### src/rtl/seq_div_nc_pkg.sv
// -----------------------------------------------------------------------------
// seq_div_pkg
// Shared types and width constants for the sequential restoring divider
// seq_div_nc. The divider recovers one multiplier operand from a 2W-bit
// product and the other W-bit operand.
//   W            : divisor / remainder width
//   DW           : dividend / quotient width (2W)
//   PW           : partial-remainder width (W+1, one guard bit for the trial
//                  subtract sign)
//   CW           : iteration counter width, wide enough to count 0..2W
//   DBZ_QUOTIENT : quotient reported when the divisor is zero
// -----------------------------------------------------------------------------
package seq_div_pkg;

    localparam int W  = 4;
    localparam int DW = 2 * W;
    localparam int PW = W + 1;
    localparam int CW = $clog2(2 * W + 1);

    typedef enum logic [1:0] {
        IDLE = 2'd0,
        BUSY = 2'd1,
        DONE = 2'd2
    } state_e;

    localparam logic [DW-1:0] DBZ_QUOTIENT = '1;

endpackage

### src/rtl/seq_div_nc_if.sv
// -----------------------------------------------------------------------------
// seq_div_nc_if
// Operand / result handshake bundle for seq_div_nc.
//   in_valid, in_ready   : operand handshake (producer -> divider)
//   dividend [DW]        : product to divide
//   divisor  [W]         : known operand
//   out_valid, out_ready : result handshake (divider -> consumer)
//   quotient [DW]        : recovered operand
//   remainder [W]        : dividend mod divisor
//   div_by_zero          : divisor was zero for this result
// master = the side driving operands and consuming results (the testbench /
// surrounding flow); slave = the divider.
// -----------------------------------------------------------------------------
interface seq_div_nc_if import seq_div_pkg::*; ();

    logic          in_valid;
    logic          in_ready;
    logic [DW-1:0] dividend;
    logic [W-1:0]  divisor;
    logic          out_valid;
    logic          out_ready;
    logic [DW-1:0] quotient;
    logic [W-1:0]  remainder;
    logic          div_by_zero;

    modport master (
        output in_valid, dividend, divisor, out_ready,
        input  in_ready, out_valid, quotient, remainder, div_by_zero
    );

    modport slave (
        input  in_valid, dividend, divisor, out_ready,
        output in_ready, out_valid, quotient, remainder, div_by_zero
    );

endinterface

### src/rtl/seq_div_nc_div_step.sv
// -----------------------------------------------------------------------------
// div_step
// One combinational restoring-division iteration: shift the next dividend bit
// into the partial remainder, trial-subtract the divisor, keep the difference
// if it did not go negative.
//   p_i     [PW] : current partial remainder
//   q_msb_i      : dividend bit being brought down (MSB of the Q shift reg)
//   d_i     [W]  : divisor
//   p_o     [PW] : next partial remainder
//   q_bit_o      : quotient bit produced by this iteration
// -----------------------------------------------------------------------------
module div_step
    import seq_div_pkg::*;
(
    input  logic [PW-1:0] p_i,
    input  logic          q_msb_i,
    input  logic [W-1:0]  d_i,
    output logic [PW-1:0] p_o,
    output logic          q_bit_o
);

    logic [PW-1:0] shifted;
    logic [PW-1:0] trial;
    logic          unused_p_msb;

    // After any kept subtract P < D, so P's guard bit is always zero here;
    // only the low W bits take part in the shift.
    assign unused_p_msb = p_i[W];

    assign shifted = {p_i[W-1:0], q_msb_i};
    assign trial   = shifted - {1'b0, d_i};

    // shifted < 2D, so a negative trial wraps to >= 2^W and sets the guard bit;
    // a non-negative trial is < D and leaves it clear.
    assign q_bit_o = ~trial[W];
    assign p_o     = q_bit_o ? trial : shifted;

endmodule

### src/rtl/seq_div_nc.sv
// -----------------------------------------------------------------------------
// seq_div_nc
// Sequential unsigned restoring divider, one quotient bit per cycle, MSB first.
// Back-computes a multiplier operand from a product: quotient = dividend /
// divisor, remainder = dividend % divisor. A zero divisor finishes at once
// with quotient all ones, remainder = dividend low bits and div_by_zero set.
//   clk   : clock, rising edge
//   rst_n : synchronous active-low reset, aborts any division in progress
//   bus   : seq_div_nc_if.slave operand / result handshake
// Latency: result valid 2W+1 edges after the accept edge (counting that edge),
// one edge for divide-by-zero. Results hold under unbounded backpressure and
// remain on the outputs until the next accepted operand set.
// -----------------------------------------------------------------------------
module seq_div_nc
    import seq_div_pkg::*;
(
    input  logic          clk,
    input  logic          rst_n,
    seq_div_nc_if.slave   bus
);

    state_e        state_q;
    logic          in_ready_q;
    logic          out_valid_q;
    logic [DW-1:0] quotient_q;
    logic [W-1:0]  remainder_q;
    logic          dbz_q;

    logic [PW-1:0] p_q;
    logic [DW-1:0] q_q;
    logic [W-1:0]  d_q;
    logic [CW-1:0] cnt_q;

    logic [PW-1:0] p_d;
    logic          q_bit_d;
    logic [DW-1:0] q_d;

    div_step u_step (
        .p_i     (p_q),
        .q_msb_i (q_q[DW-1]),
        .d_i     (d_q),
        .p_o     (p_d),
        .q_bit_o (q_bit_d)
    );

    // Q doubles as dividend shifter and quotient accumulator.
    assign q_d = {q_q[DW-2:0], q_bit_d};

    always_ff @(posedge clk) begin
        if (!rst_n) begin
            state_q     <= IDLE;
            in_ready_q  <= 1'b1;
            out_valid_q <= 1'b0;
            quotient_q  <= '0;
            remainder_q <= '0;
            dbz_q       <= 1'b0;
            p_q         <= '0;
            q_q         <= '0;
            d_q         <= '0;
            cnt_q       <= '0;
        end else begin
            case (state_q)
                IDLE: begin
                    if (bus.in_valid) begin
                        q_q        <= bus.dividend;
                        d_q        <= bus.divisor;
                        p_q        <= '0;
                        cnt_q      <= '0;
                        dbz_q      <= 1'b0;
                        in_ready_q <= 1'b0;
                        if (bus.divisor != '0) begin
                            state_q <= BUSY;
                        end else begin
                            state_q     <= DONE;
                            out_valid_q <= 1'b1;
                            quotient_q  <= DBZ_QUOTIENT;
                            remainder_q <= bus.dividend[W-1:0];
                            dbz_q       <= 1'b1;
                        end
                    end
                end
                BUSY: begin
                    p_q   <= p_d;
                    q_q   <= q_d;
                    cnt_q <= cnt_q + CW'(1);
                    // Final iteration: publish this cycle's step result directly.
                    if (cnt_q == CW'(DW - 1)) begin
                        state_q     <= DONE;
                        out_valid_q <= 1'b1;
                        quotient_q  <= q_d;
                        remainder_q <= p_d[W-1:0];
                    end
                end
                DONE: begin
                    if (bus.out_ready) begin
                        state_q     <= IDLE;
                        out_valid_q <= 1'b0;
                        in_ready_q  <= 1'b1;
                    end
                end
                default: begin
                    state_q     <= IDLE;
                    out_valid_q <= 1'b0;
                    in_ready_q  <= 1'b1;
                end
            endcase
        end
    end

    assign bus.in_ready    = in_ready_q;
    assign bus.out_valid   = out_valid_q;
    assign bus.quotient    = quotient_q;
    assign bus.remainder   = remainder_q;
    assign bus.div_by_zero = dbz_q;

endmodule

### src/flat_wrapper.sv
// flat-port wrapper written by rule: the top's interface ports become plain ports
module seq_div_nc_flat import seq_div_pkg::*;
  (clk, rst_n, bus_in_valid, bus_dividend, bus_divisor, bus_out_ready, bus_in_ready, bus_out_valid, bus_quotient, bus_remainder, bus_div_by_zero);
  seq_div_nc_if bus_i ();
  input  logic clk;
  input  logic rst_n;
  input wire logic [$bits(bus_i.in_valid)-1:0] bus_in_valid;
  input wire logic [$bits(bus_i.dividend)-1:0] bus_dividend;
  input wire logic [$bits(bus_i.divisor)-1:0] bus_divisor;
  input wire logic [$bits(bus_i.out_ready)-1:0] bus_out_ready;
  output wire logic [$bits(bus_i.in_ready)-1:0] bus_in_ready;
  output wire logic [$bits(bus_i.out_valid)-1:0] bus_out_valid;
  output wire logic [$bits(bus_i.quotient)-1:0] bus_quotient;
  output wire logic [$bits(bus_i.remainder)-1:0] bus_remainder;
  output wire logic [$bits(bus_i.div_by_zero)-1:0] bus_div_by_zero;
  assign bus_i.in_valid = bus_in_valid;
  assign bus_i.dividend = bus_dividend;
  assign bus_i.divisor = bus_divisor;
  assign bus_i.out_ready = bus_out_ready;
  assign bus_in_ready = bus_i.in_ready;
  assign bus_out_valid = bus_i.out_valid;
  assign bus_quotient = bus_i.quotient;
  assign bus_remainder = bus_i.remainder;
  assign bus_div_by_zero = bus_i.div_by_zero;
  seq_div_nc u_core (.clk(clk), .rst_n(rst_n), .bus(bus_i));
endmodule
### config.mk
export PLATFORM = sky130hd
export DESIGN_NAME = seq_div_nc_flat
export DESIGN_NICKNAME = d
export VERILOG_FILES = /design/src/rtl/seq_div_nc_pkg.sv /design/src/rtl/seq_div_nc_if.sv /design/src/rtl/seq_div_nc_div_step.sv /design/src/rtl/seq_div_nc.sv /design/src/flat_wrapper.sv
export SDC_FILE = /design/constraint.sdc
export NUM_CORES = 1
export LEC_CHECK = 0
export ABC_AREA = 1
export ABC_CLOCK_PERIOD_IN_PS = 1980
export BUFFER_PORTS_ARGS = -buffer_cell sky130_fd_sc_hd__buf_4
export CAP_MARGIN = 10
export CORE_ASPECT_RATIO = 1.4
export CORE_UTILIZATION = 41
export CTS_CLUSTER_DIAMETER = 40
export CTS_CLUSTER_SIZE = 12
export DETAILED_ROUTE_END_ITERATION = 10
export PLACE_DENSITY_LB_ADDON = 0.05
export RECOVER_POWER = 25
export SLEW_MARGIN = 20
export SYNTH_ARGS = -nofsm -noshare
export SYNTH_HDL_FRONTEND = slang
export SYNTH_SLANG_ARGS = --single-unit
### constraint.sdc
create_clock -name clk -period 1.98 [get_ports clk]
set_clock_uncertainty 0.15 [all_clocks]
set_input_delay 0.396 -clock clk [delete_from_list [all_inputs] [get_ports clk]]
set_output_delay 0.396 -clock clk [all_outputs]
set_load 0.1 [all_outputs]
; After elaboration in Yosys (flattened, before gate mapping)
; Index checks and enable logic that the tools add are counted.
[word_totals]
ram_bits = 0
inputBits = 16
mem_count = 0
latchBits = 0
ff_bits = 37
word_cells = 59
output_inout_bits = 15
mem_bits_ro = 0
[op_classes]
n_shift = 0
muxes = 29
reduce_logical = 9
n_mul = 0
addsub = 2
n_eq_ne = 7
n_div = 0
bitwise_logic = 2
order_cmp = 0
[op_table]
columns = cell, n
row1 = 2-to-1 mux 8 bit, 4
row2 = case mux 8 bit (2 select lines), 2
row3 = 2-to-1 mux 4 bit, 6
row4 = case mux 4 bit (2 select lines), 3
row5 = 2-to-1 mux 2 bit, 4
row6 = AND reduction 4 bit, 2
row7 = 2-to-1 mux 1 bit, 7
row8 = "inequality test 2 bit, second input constant", 3
row9 = case mux 1 bit (3 select lines), 2
row10 = case mux 2 bit (3 select lines), 1
row11 = AND reduction 3 bit, 2
row12 = subtractor 5 x 4 -> 5 bit, 1
row13 = "adder 4 x 1 -> 4 bit, second input constant", 1
row14 = "== test 4 x 3 -> 1 bit, second input constant", 1
row15 = AND reduction 2 bit, 2
row16 = nonzero test 4 bit, 1
row17 = "== test 2 x 1 -> 1 bit, second input constant", 1
row18 = "== test 2 bit, second input constant", 1
row19 = zero test 2 bit, 1
row20 = "inequality test 2 x 1 -> 1 bit, second input constant", 1
row21 = inverter 1 bit, 2
row22 = nonzero test 2 bit, 1

; Logic depth before layout (Yosys ltp)
; Gate-level depths: netlist of the first run.
[logic_depth]
word_depth = 4
mapped_depth = 12
ltp_nobuf = 12

; Modules after synthesis
; Synthesis of the first run repeated with hierarchy kept, for this count alone.
[unflattened]
hier_cells = 258
hier_area_um2 = 1898.1
[by_module_without_submodules]
columns = mod, cells_each, instances, area_each_um2, seq_area_each_um2
row1 = seq_div_nc, 225, 1, 1699.1, 760.7
row2 = div_step, 33, 1, 198.9, 0.0

; Worst setup path before layout of the first run
; No wires, ideal clock.
[synth_timing]
kind = register to register
start = register u_core.q_q[7]
end = register u_core.p_q[3]
path_buffers = 0
synth_period_minus_slack_ns = 1.819
stages_incl_launch_ff = 12
setup_ns = 0.110
required_time_ns = 1.720
path_slack_ns = 0.161
arrival_ns = 1.559
path_cell_list = dfxtp_1 > inv_1 > ha_1 > fa_1 > inv_1 > nand3_1 > nand3_1 > nand2_1 > nand3_1 > nand3_1 > nand2_1 > inv_1
[synth_between]
elab_chain_len = 3
[synth_rtl]
columns = item, line_no
row1 = start: declaration, seq_div_nc.sv:30  ; logic [DW-1:0] q_q;
row2 = start signal: assignment, seq_div_nc.sv:65  ; q_q <= bus.dividend;
row3 = start signal: assignment, seq_div_nc.sv:84  ; q_q <= q_d;
row4 = subtractor 5 x 4 -> 5 bit, seq_div_nc_div_step.sv:31  ; assign trial = shifted - {1'b0, d_i};
row5 = 2-to-1 mux 4 bit, seq_div_nc_div_step.sv:36  ; assign p_o = q_bit_o ? trial : shifted;
row6 = case mux 4 bit (2 select lines), seq_div_nc.sv:62  ; case (state_q)
row7 = end signal: assignment, seq_div_nc.sv:83  ; p_q <= p_d;
row8 = end: declaration, seq_div_nc.sv:29  ; logic [PW-1:0] p_q;
; No other way between the ends.
; A chain may end at the register's enable or synchronous reset.

; Worst setup path in the final report of the first run
[layout_timing]
start = register u_core.q_q[7]
end = register u_core.p_q[0]
[layout_between]
elab_chain_len = 3
[layout_rtl]
columns = item, line_no
row1 = subtractor 5 x 4 -> 5 bit, seq_div_nc_div_step.sv:31
row2 = 2-to-1 mux 4 bit *, seq_div_nc_div_step.sv:36
row3 = case mux 4 bit (2 select lines) *, seq_div_nc.sv:62
; Mark *: on every way between the ends. The rest lies on a longest branch, timed or not.

==> results of run 1 <==
==> critical path, delay by kind of cell, from the launching register on <==
family	cells	cell delay, ns
fa+ha+maj	2	0.56
buf+inv	3	0.16
simple gates	7	0.59
flops	1	0.33
==> cells in the mapped netlist (all sizes together) <==
cell type	n
inv	39
o21ai	19
nand3	27
nor3	5
o311a	1
buf	6
dfxtp	37
fa	1
xnor2	1
nor2	27
o211ai	5
a21oi	20
clkbuf	3
or2	5
ha	5
nand2	46
a31oi	4
o22ai	1
==> metrics by stage <==
stage | area (sq um) | hold WS [ns] | setup slack [ns] | cells | setup TNS, ns
after floorplan | 1788 | 0.2854 | 0.1613 | 252 | 0
after global placement | 2047 | 0.3017 | 0.03322 | 322 | 0
after CTS | 2151 | 0.2174 | 0.02895 | 330 | 0
final | 2228 | 0.2158 | 0.1478 | 331 | 0
after global routing | 2228 | 0.2474 | -0.003828 | 331 | -0.003828
after detailed placement | 2047 | 0.3035 | 0.0007137 | 322 | 0
==> flip-flops by register name, indices dropped and copies added (netlist names) <==
register / cells
u_core.bus.quotient: 8
u_core.q_q: 8
u_core.bus.remainder: 4
u_core.cnt_q: 4
u_core.d_q: 4
u_core.p_q: 4
u_core.state_q: 2
u_core.bus.div_by_zero: 1
u_core.bus.in_ready: 1
u_core.bus.out_valid: 1
==> layout by cell type, fill, tap and decap left out, types with 2 or more instances in the layout <==
| master | Yosys | layout |
|---|---|---|
| inv_1 | 34 | 33 |
| clkbuf_2 | 0 | 4 |
| inv_2 | 5 | 6 |
| o211ai_1 | 5 | 5 |
| buf_4 | 2 | 31 |
| o21ai_0 | 11 | 12 |
| a21oi_1 | 20 | 20 |
| nand2_2 | 2 | 3 |
| nor3_1 | 5 | 5 |
| o21ai_1 | 8 | 7 |
| or2_1 | 3 | 3 |
| nand2_1 | 43 | 41 |
| clkbuf_8 | 0 | 7 |
| or2_2 | 2 | 2 |
| dfxtp_1 | 37 | 37 |
| ha_1 | 5 | 4 |
| nand3_2 | 0 | 14 |
| nand3_1 | 27 | 13 |
| nand2_4 | 1 | 2 |
| a31oi_1 | 4 | 4 |
| nor2_1 | 25 | 26 |
==> metal layers <==
| layer | up-vias | global-route usage (%) | routed length [um] | part of all wire, % |
|---|---|---|---|---|
| met5 | - | 0 | 0 | 0 |
| met4 | 0 | 9.286 | 123 | 3.0 |
| met3 | 12 | 4.187 | 106 | 2.6 |
| met2 | 24 | 34.71 | 2072 | 50 |
| met1 | 741 | 21.28 | 1822 | 44 |
| li1 | 881 | - | - | - |
==> cells by family after synthesis <==
| logic type | synth area share (%) |
|---|---|
| AND/OR/NAND/NOR | 27.01 |
| flip-flops | 41.43 |
| adder cells (fa/ha/maj) | 4.619 |
| XOR/XNOR | 0.4899 |
| buffers and inverters | 11.13 |
| AO/OA/AOI/OAI | 15.33 |
==> layout make-up <==
type,count,area [sq um]
repair buffers,35,252.7
fillers,460,1976
multi-input cells,167,930.9
clock buffers,7,96.34
flip-flops and latches,37,740.7
inverters,39,146.4
clock inverters,1,5.005
well taps,45,56.30
==> path summary, 6_finish.rpt <==
| check | slack [ns] | endpoint | depth (start not counted) | start |
|---|---|---|---|---|
| max | 0.15 | u_core.p_q[0] | 12 | u_core.q_q[7] |
| min | 0.22 | u_core.d_q[0] | 3 | bus_divisor[0] |
| max reg2reg | 0.15 | u_core.p_q[0] | 12 | u_core.q_q[7] |
| min reg2reg | 0.31 | u_core.q_q[4] | 2 | u_core.q_q[4] |
==> power by group through the flow <==
stage	Sequential [mW]	Clock [mW]	Combinational, mW
5_1_grt	0.881	0.625	0.870
3_5_place_dp	0.888	0	0.749
3_3_place_gp	0.888	0	0.745
4_1_cts	0.872	0.599	0.754
2_1_floorplan	1.13	0	0.338
6_report	0.871	0.581	0.793
==> what timing repair did <==
item | CTS | global route
endpoints found under the setup margin | 1 | 9
pin swaps | 0 | 4
hold buffers | 0 | 0
gates resized for setup | 1 | 20
setup buffers | 0 | 1
==> impl_metrics.py, run 1 <==
metrics = {
    "global_route": {
        "grt_use_total_pct": 19.40,
        "antenna_found_initial": 0,
        "grt_pass1_wl_mm": 6.858,
        "grt_max_degree": 26,
        "overflow": 0,
        "grt_pass1_vias": 1588,
    },
    "cells_and_area": {
        "syn2layout_area_growth_pct": 24.63,
        "layout-drive-gt1-share_pct": 25.52,
        "post-route-util_pct": 53.01,
        "fin_nets": 307,
        "antenna_cells": 0,
    },
    "outcome": {
        "status": "completed",
    },
    "floorplanning": {
        "num_rows": 28,
        "die_y_um": 80.14,
        "core_sq_um": 4204,
        "initial_core_util_pct": 42.53,
        "io_pins": 31,
        "die_w_um": 57.81,
        "fp.dieArea_sq_um": 4633,
    },
    "logic_synthesis": {
        "synthDistinctLibCells": 26,
        "yosysTopAreaCell": "dfxtp_1",
        "syn_avg_cell_area_sq_um": 7.095,
        "synth_top_cells_by_area": "dfxtp_1 41%, nand2_1 9.0%, nand3_1 7.6%",
        "ys_seq_elements": 37,
        "synth_top_area_share_pct": 41.43,
        "syn-num-nets": 274,
        "ys_seq_area_share_pct": 41.43,
        "yosys_warnings": 0,
        "netlist_area_sq_um": 1788,
        "synthCells": 252,
    },
    "pwr": {
        "p_sw_share_pct": 39.51,
        "internal-power_mw": 1.358,
        "seqPwrFrac_pct": 38.8,
        "ir_worst_vdd_mv": 0.5246,
        "switchingPower_mw": 0.8869,
        "clock_power_share_pct": 25.9,
        "p_leak_nw": 1.064,
        "p_total_mw": 2.245,
        "power_density_nw_per_um2": 1007,
        "combPwrFrac_pct": 35.3,
    },
    "cts": {
        "cts_made_buffers": 5,
        "cts.sinks": 37,
        "clkTransAtPathRegs_ns": 0.07,
        "clock_path_buffers": 2,
        "htreeDepth": 2,
        "cts-root-buf": "clkbuf_8",
        "clk_latency_ns": 0.29,
        "cts_tree": "yes",
    },
    "timing": {
        "hold_viol_final": 0,
        "min_period_over_period_pct": 92.53,
        "period_needed_ns": 1.832,
        "relSlewSlack_pct": 64.12,
        "max_freq_mhz": 545.8,
        "finalSetupViolations": 0,
        "drv_slew": 0,
        "tightest_slew_ns": 0.5404,
    },
    "setup_path": {
        "worstPathMaxFanout": 4,
        "start_kind": "flop",
        "critPathMaxStageDelay_ns": 0.37,
        "required_ns": 2.07,
        "criticalPathCategory": "flop to flop",
        "cpMaxStageDelayCell": "fa_2",
        "arrival_ns": 1.92,
        "path_cells": "inv_1 > ha_2 > fa_2 > inv_2 > nand2_1 > nand2_2 > nand3_1 > nand2_2 > nand3_2 > nand3_1 > nand2_1 > inv_1",
        "endpoint_kind": "flop",
    },
    "route": {
        "first_pass_iters": 4,
        "vias": 1658,
        "antenna_left": 0,
        "viasPerCell": 5.009,
        "drc_errors": 0,
        "drt_iter0_drc": 46,
        "wl_mm": 4.124,
        "post_drt_wl_per_cell_um": 12.46,
    },
    "worst_hold_path": {
        "hold_class": "input port to flop",
    },
    "place": {
        "port_buffers": 30,
        "place.gp.congestion": 0.7966,
        "dp.final_hpwl_mm": 2.950,
    },
    "job": {
        "drv_cap": 0,
    },
}
Power figures use the tool's default switching activity.
==> inputs of run 2 (changes only) <==
--- a/config.mk
+++ b/config.mk
@@ -5,11 +5,11 @@
 export SDC_FILE = /design/constraint.sdc
 export NUM_CORES = 1
 export LEC_CHECK = 0
-export ABC_AREA = 1
+export ABC_AREA = 0
 export ABC_CLOCK_PERIOD_IN_PS = 1980
 export BUFFER_PORTS_ARGS = -buffer_cell sky130_fd_sc_hd__buf_4
 export CAP_MARGIN = 10
-export CORE_ASPECT_RATIO = 1.4
+export CORE_ASPECT_RATIO = 1.2
 export CORE_UTILIZATION = 41
 export CTS_CLUSTER_DIAMETER = 40
 export CTS_CLUSTER_SIZE = 12
==> impl_metrics.py, run 2 <==
metrics = {
    "route": {
        "antenna_left": 0,
        "drc_errors": 0,
        "viasPerCell": 5.206,
        "post_drt_wl_per_cell_um": 13.55,
        "drt_iter0_drc": 70,
        "wl_mm": 4.080,
        "first_pass_iters": 6,
        "vias": 1567,
    },
    "floorplanning": {
        "io_pins": 31,
        "die_y_um": 74.11,
        "fp.dieArea_sq_um": 4602,
        "core_sq_um": 4035,
        "die_w_um": 62.10,
        "initial_core_util_pct": 44.03,
        "num_rows": 25,
    },
    "logic_synthesis": {
        "synthDistinctLibCells": 40,
        "netlist_top_cells_count": "44 x nand2_1, 37 x dfxtp_1, 17 x nor2_1",
        "yosys_warnings": 0,
        "ys_seq_area_share_pct": 41.69,
        "synth_compound_gate_area_share_pct": 23.59,
        "synth_top_area_share_pct": 41.69,
        "synth_top_family_by_area": "compound AO/OA/AOI/OAI gates",
        "netlist_area_sq_um": 1777,
        "synth_xor_area_share_pct": 2.042,
        "ys_seq_elements": 37,
        "synthMuxAreaShare_pct": 0.8451,
        "yosysMostFrequentCell": "nand2_1",
        "synth_fa_ha_area_share_pct": 4.648,
        "syn-num-nets": 231,
        "syn_avg_cell_area_sq_um": 8.501,
        "synth_flop_cell": "dfxtp_1",
        "yosys.area_share.simple_pct": 22.46,
        "synth-edff-count": 0,
        "async_flop_share_pct": 0,
        "yosysTopAreaCell": "dfxtp_1",
        "synthCells": 209,
        "synth_top_cells_by_area": "dfxtp_1 42%, nand2_1 9.3%, o211a_1 6.2%",
    },
    "cts": {
        "clk_latency_ns": 0.28,
        "htreeDepth": 2,
        "cts_tree": "yes",
        "cts.sinks": 37,
        "cts-root-buf": "clkbuf_8",
        "clock_path_buffers": 2,
        "clkTransAtPathRegs_ns": 0.07,
        "cts_made_buffers": 5,
    },
    "pwr": {
        "ir_worst_vdd_mv": 0.7552,
        "p_sw_share_pct": 41.38,
        "internal-power_mw": 1.517,
        "seqPwrFrac_pct": 36.3,
        "p_leak_nw": 1.023,
        "power_density_nw_per_um2": 1163,
        "p_total_mw": 2.588,
        "clock_power_share_pct": 20.4,
        "combPwrFrac_pct": 43.4,
        "switchingPower_mw": 1.071,
    },
    "timing": {
        "tightest_slew_ns": 0.6027,
        "rsz0062_at_grt": "yes",
        "worst_slack_ns": -0.1802,
        "finalSetupTns_ns": -1.004,
        "hold_viol_final": 0,
        "period_needed_ns": 2.160,
        "drv_slew": 0,
        "hold_slack_ns": 0.2179,
        "max_freq_mhz": 462.9,
        "relSlewSlack_pct": 59.82,
        "finalSetupViolations": 8,
        "min_period_over_period_pct": 109.1,
    },
    "place": {
        "port_buffers": 30,
        "place.gp.congestion": 0.8333,
        "dp.final_hpwl_mm": 2.975,
        "dp_slack_ns": -0.2069,
    },
    "cells_and_area": {
        "final_common_cell": "nand2_1",
        "fin_nets": 269,
        "syn2layout_area_growth_pct": 25.21,
        "post-route-util_pct": 55.13,
        "antenna_cells": 0,
        "layout-drive-gt1-share_pct": 25.91,
        "most-common-layout-cells": "42 x nand2_1, 36 x dfxtp_1, 35 x buf_4",
    },
    "setup_path": {
        "criticalPathCategory": "flop to flop",
        "required_ns": 2.00,
        "endpoint_kind": "flop",
        "worstPathMaxFanout": 4,
        "arrival_ns": 2.18,
        "start_kind": "flop",
    },
    "global_route": {
        "grt_use_total_pct": 19.56,
        "antenna_found_initial": 0,
        "grt_pass1_wl_mm": 6.596,
        "overflow": 0,
        "grt_pass1_vias": 1450,
        "grt_max_degree": 38,
    },
    "outcome": {
        "violations": "setup timing",
        "status": "complete, but fails checks",
    },
    "job": {
        "drv_cap": 0,
    },
    "worst_hold_path": {
        "hold_class": "input port to flop",
    },
}
[run 2: cell count changes after synthesis, sizes merged, moves of 4 or more]
cell	before	now
inv	39	7
nand3b	0	4
nand3	27	5
a31oi	4	9
nor2	27	19
o211a	0	11
o21ai	19	13
a21oi	20	7
or2	5	0
a21boi	0	11
[run 2: final cells by class]
cell class	instances	area [sq um]
clock buffers	7	86.33
well taps	54	67.56
repair buffers	43	322.8
fillers	402	1810
multi-input cells	153	979.7
inverters	7	26.28
flip-flops and latches	37	742.0
[run 2: cells by family after synthesis]
group           count (synthesis)
buf+inv                        19
mux                             1
flops                          37
xor+xnor                        2
simple gates                   86
compound gates                 58
fa+ha+maj                       6
[run 2: routing by layer]
metal	routed length, um	part of all wire (%)	GRT usage [%]	vias up
li1	-	-	-	794
met1	1965	48	25.89	742
met2	1944	48	31.56	27
met3	124	3.0	4.174	4
met4	45	1.1	5.926	0
met5	0	0	0	-
[run 2: power by group through the flow]
stage / clock (mW) / sequential, mW / combinational (mW)
after floorplan: 0 / 1.26 / 0.495
after global routing: 0.576 / 0.954 / 1.20
after detailed placement: 0 / 0.955 / 1.10
final: 0.527 / 0.938 / 1.12
after global placement: 0 / 0.951 / 1.08
after CTS: 0.546 / 0.939 / 1.11
[run 2: worst max-delay path, stage by stage, from the launching register on]
cell and delay (ns):
dfxtp_2 0.34, inv_2 0.04, ha_4 0.15, fa_2 0.34, nand2b_4 0.17, a21oi_4 0.17
xor2_4 0.21, mux2_4 0.33, nand2_4 0.06, a31oi_2 0.07
[run 2: metrics by stage]
step | instance area [sq um] | cells
2_1_floorplan | 1793 | 209
3_3_place_gp | 2138 | 294
3_5_place_dp | 2138 | 294
4_1_cts | 2230 | 301
5_1_grt | 2225 | 301
6_report | 2225 | 301
[run 2: final timing paths]
path                        from                       to  slack (ns)  cells past startpoint
setup reg to reg   u_core.q_q[7]  u_core.bus.remainder[3]       -0.18                      9
setup / recovery   u_core.q_q[7]  u_core.bus.remainder[3]       -0.18                      9
hold reg to reg    u_core.d_q[2]            u_core.d_q[2]        0.31                      2
hold / removal    bus_divisor[0]            u_core.d_q[0]        0.22                      3
[run 2: repair_timing]
action | 4_1_cts | 5_1_grt
setup buffers | 0 | 0
hold endpoints to repair | 0 | 0
setup endpoints to repair | 10 | 10
hold buffers | 0 | 0
pin swaps | 2 | 7
gates resized for setup | 2 | 7
==> inputs of run 3 (changes only) <==
--- a/config.mk
+++ b/config.mk
@@ -16,6 +16,7 @@
 export DETAILED_ROUTE_END_ITERATION = 10
 export PLACE_DENSITY_LB_ADDON = 0.05
 export RECOVER_POWER = 25
+export SETUP_SLACK_MARGIN = 0.2
 export SLEW_MARGIN = 20
 export SYNTH_ARGS = -nofsm -noshare
 export SYNTH_HDL_FRONTEND = slang
==> impl_metrics.py, run 3 (synthesized netlist as in run 2, its figures left out) <==
metrics = {
    "outcome": {
        "status": "complete, but fails checks",
        "violations": "setup timing",
    },
    "place": {
        "placed_area_sq_um": 2138,
        "place.gp.congestion": 0.8513,
        "port_buffers": 30,
        "dp.final_hpwl_mm": 2.959,
    },
    "worst_hold_path": {
        "hold_start": "bus_dividend[7]",
        "whs_endpoint": "u_core.q_q[7]",
        "min_path_cells": 3,
        "hold_class": "input port to flop",
    },
    "cts": {
        "cts-root-buf": "clkbuf_8",
        "htreeDepth": 2,
        "cts_tree": "yes",
        "clk_latency_ns": 0.29,
        "cts_made_buffers": 5,
        "clkTransAtPathRegs_ns": 0.07,
        "cts.sinks": 37,
        "clock_path_buffers": 2,
    },
    "pwr": {
        "p_total_mw": 2.583,
        "ir_worst_vdd_mv": 0.5663,
        "p_leak_nw": 1.033,
        "power_density_nw_per_um2": 1151,
    },
    "global_route": {
        "grt_pass1_wl_mm": 6.651,
        "grtUsageMet2_pct": 33.33,
        "top_usage_layer": "met2",
        "grt_pass1_vias": 1497,
        "use_met3_pct": 6.783,
        "antenna_found_initial": 0,
        "overflow": 0,
        "grtUsageMet1_pct": 23.54,
        "grt_use_total_pct": 20.16,
        "grt_max_degree": 38,
    },
    "cells_and_area": {
        "syn2layout_area_growth_pct": 26.34,
        "most-common-layout-cells": "43 x nand2_1, 34 x buf_4, 34 x dfxtp_1",
        "antenna_cells": 0,
        "final_common_cell": "nand2_1",
        "layout-drive-gt1-share_pct": 28.92,
        "n_fill_cell": 385,
        "fin_nets": 270,
        "final_area_sq_um": 2245,
    },
    "setup_path": {
        "r2r-end": "u_core.bus.remainder[3]",
        "criticalPathCategory": "flop to flop",
        "worstPathMaxFanout": 4,
        "required_ns": 2.01,
        "endpoint_kind": "flop",
        "reg2reg_from": "u_core.q_q[7]",
        "r2r_cells": 9,
        "start_kind": "flop",
        "r2r_slack_ns": -0.17,
        "arrival_ns": 2.17,
    },
    "route": {
        "wl_mm": 4.123,
        "drt_iter0_drc": 90,
        "vias": 1571,
        "post_drt_wl_per_cell_um": 13.61,
        "antenna_left": 0,
        "viasPerCell": 5.185,
        "first_pass_iters": 4,
        "drc_errors": 0,
    },
    "timing": {
        "tightest_slew_ns": 0.5454,
        "rsz0062_at_grt": "yes",
        "period_needed_ns": 2.146,
        "relSlewSlack_pct": 63.80,
        "worst_slack_ns": -0.1660,
        "max_freq_mhz": 466.0,
        "finalSetupViolations": 9,
        "drv_slew": 0,
        "finalSetupTns_ns": -0.9469,
        "min_period_over_period_pct": 108.4,
        "hold_viol_final": 0,
        "hold_slack_ns": 0.2139,
    },
    "job": {
        "drv_cap": 0,
    },
    "floorplanning": {
        "fp.dieArea_sq_um": 4602,
        "core_sq_um": 4035,
        "initial_core_util_pct": 44.03,
        "num_rows": 25,
        "io_pins": 31,
        "die_w_um": 62.10,
        "die_y_um": 74.11,
    },
}
[run 3: changes by cell type in the layout (fill, tap and decap cells not counted), sizes merged]
cell | previous run | this run
clkinvlp | 0 | 1
buf | 37 | 35
clkinv | 0 | 2
clkbuf | 13 | 14
[run 3: worst max path at each step]
stage                  start                 endpoint  slack [ns]  depth (start not counted)
2_1_floorplan  u_core.q_q[7]  u_core.bus.remainder[3]       -0.19                          9
3_3_place_gp   u_core.q_q[7]  u_core.bus.remainder[3]       -0.16                          9
3_5_place_dp   u_core.q_q[7]  u_core.bus.remainder[3]       -0.21                          9
4_1_cts        u_core.q_q[7]  u_core.bus.remainder[3]       -0.18                          9
5_1_grt        u_core.q_q[7]  u_core.bus.remainder[3]       -0.26                          9
6_report       u_core.q_q[7]  u_core.bus.remainder[3]       -0.17                          9
[run 3: timing repair]
action                     4_1_cts  5_1_grt
setup buffers                    1        0
hold buffers                     0        0
pin swaps                        2        1
setup endpoints to repair       10       19
gates resized for setup          2       10
[run 3: per-layer routing]
metal	wire, um	vias to the layer above
li1	-	802
met1	1819	725
met2	2000	35
met3	224	9
met4	80	0
met5	0	-
[run 3: power breakdown]
part	total [mW]	switching, mW	internal [mW]	leakage (nW)
Sequential	0.941	0.0872	0.854	0.305
Combinational	1.13	0.737	0.388	0.684
Clock	0.517	0.274	0.243	0.0439
[run 3: metrics by stage]
step / setup WS, ns / util (%) / instances
5_1_grt: -0.2595 / 55.63 / 303
4_1_cts: -0.1750 / 55.47 / 303
6_report: -0.1660 / 55.63 / 303
3_5_place_dp: -0.2054 / 52.99 / 294
3_3_place_gp: -0.1568 / 52.99 / 294
2_1_floorplan: -0.1943 / - / 209
[run 3: cell type report]
class | count | area [sq um] | share of cell area [%]
multi-input combinational | 153 | 999.7 | 44.54
sequential | 37 | 744.5 | 33.17
timing repair buffer | 44 | 320.3 | 14.27
clock buffer | 5 | 68.82 | 3.066
tap | 54 | 67.56 | 3.010
inverter | 7 | 26.28 | 1.171
clock inverter | 3 | 17.52 | 0.7804
[run 3: worst max-delay path, stage by stage, from the launching register on]
cell and delay, ns:
dfxtp_2 0.34, inv_2 0.04, ha_4 0.15, fa_2 0.35, nand2b_4 0.16, a21oi_4 0.17, xor2_4 0.20, mux2_4 0.33
nand2_4 0.06, a31oi_2 0.08
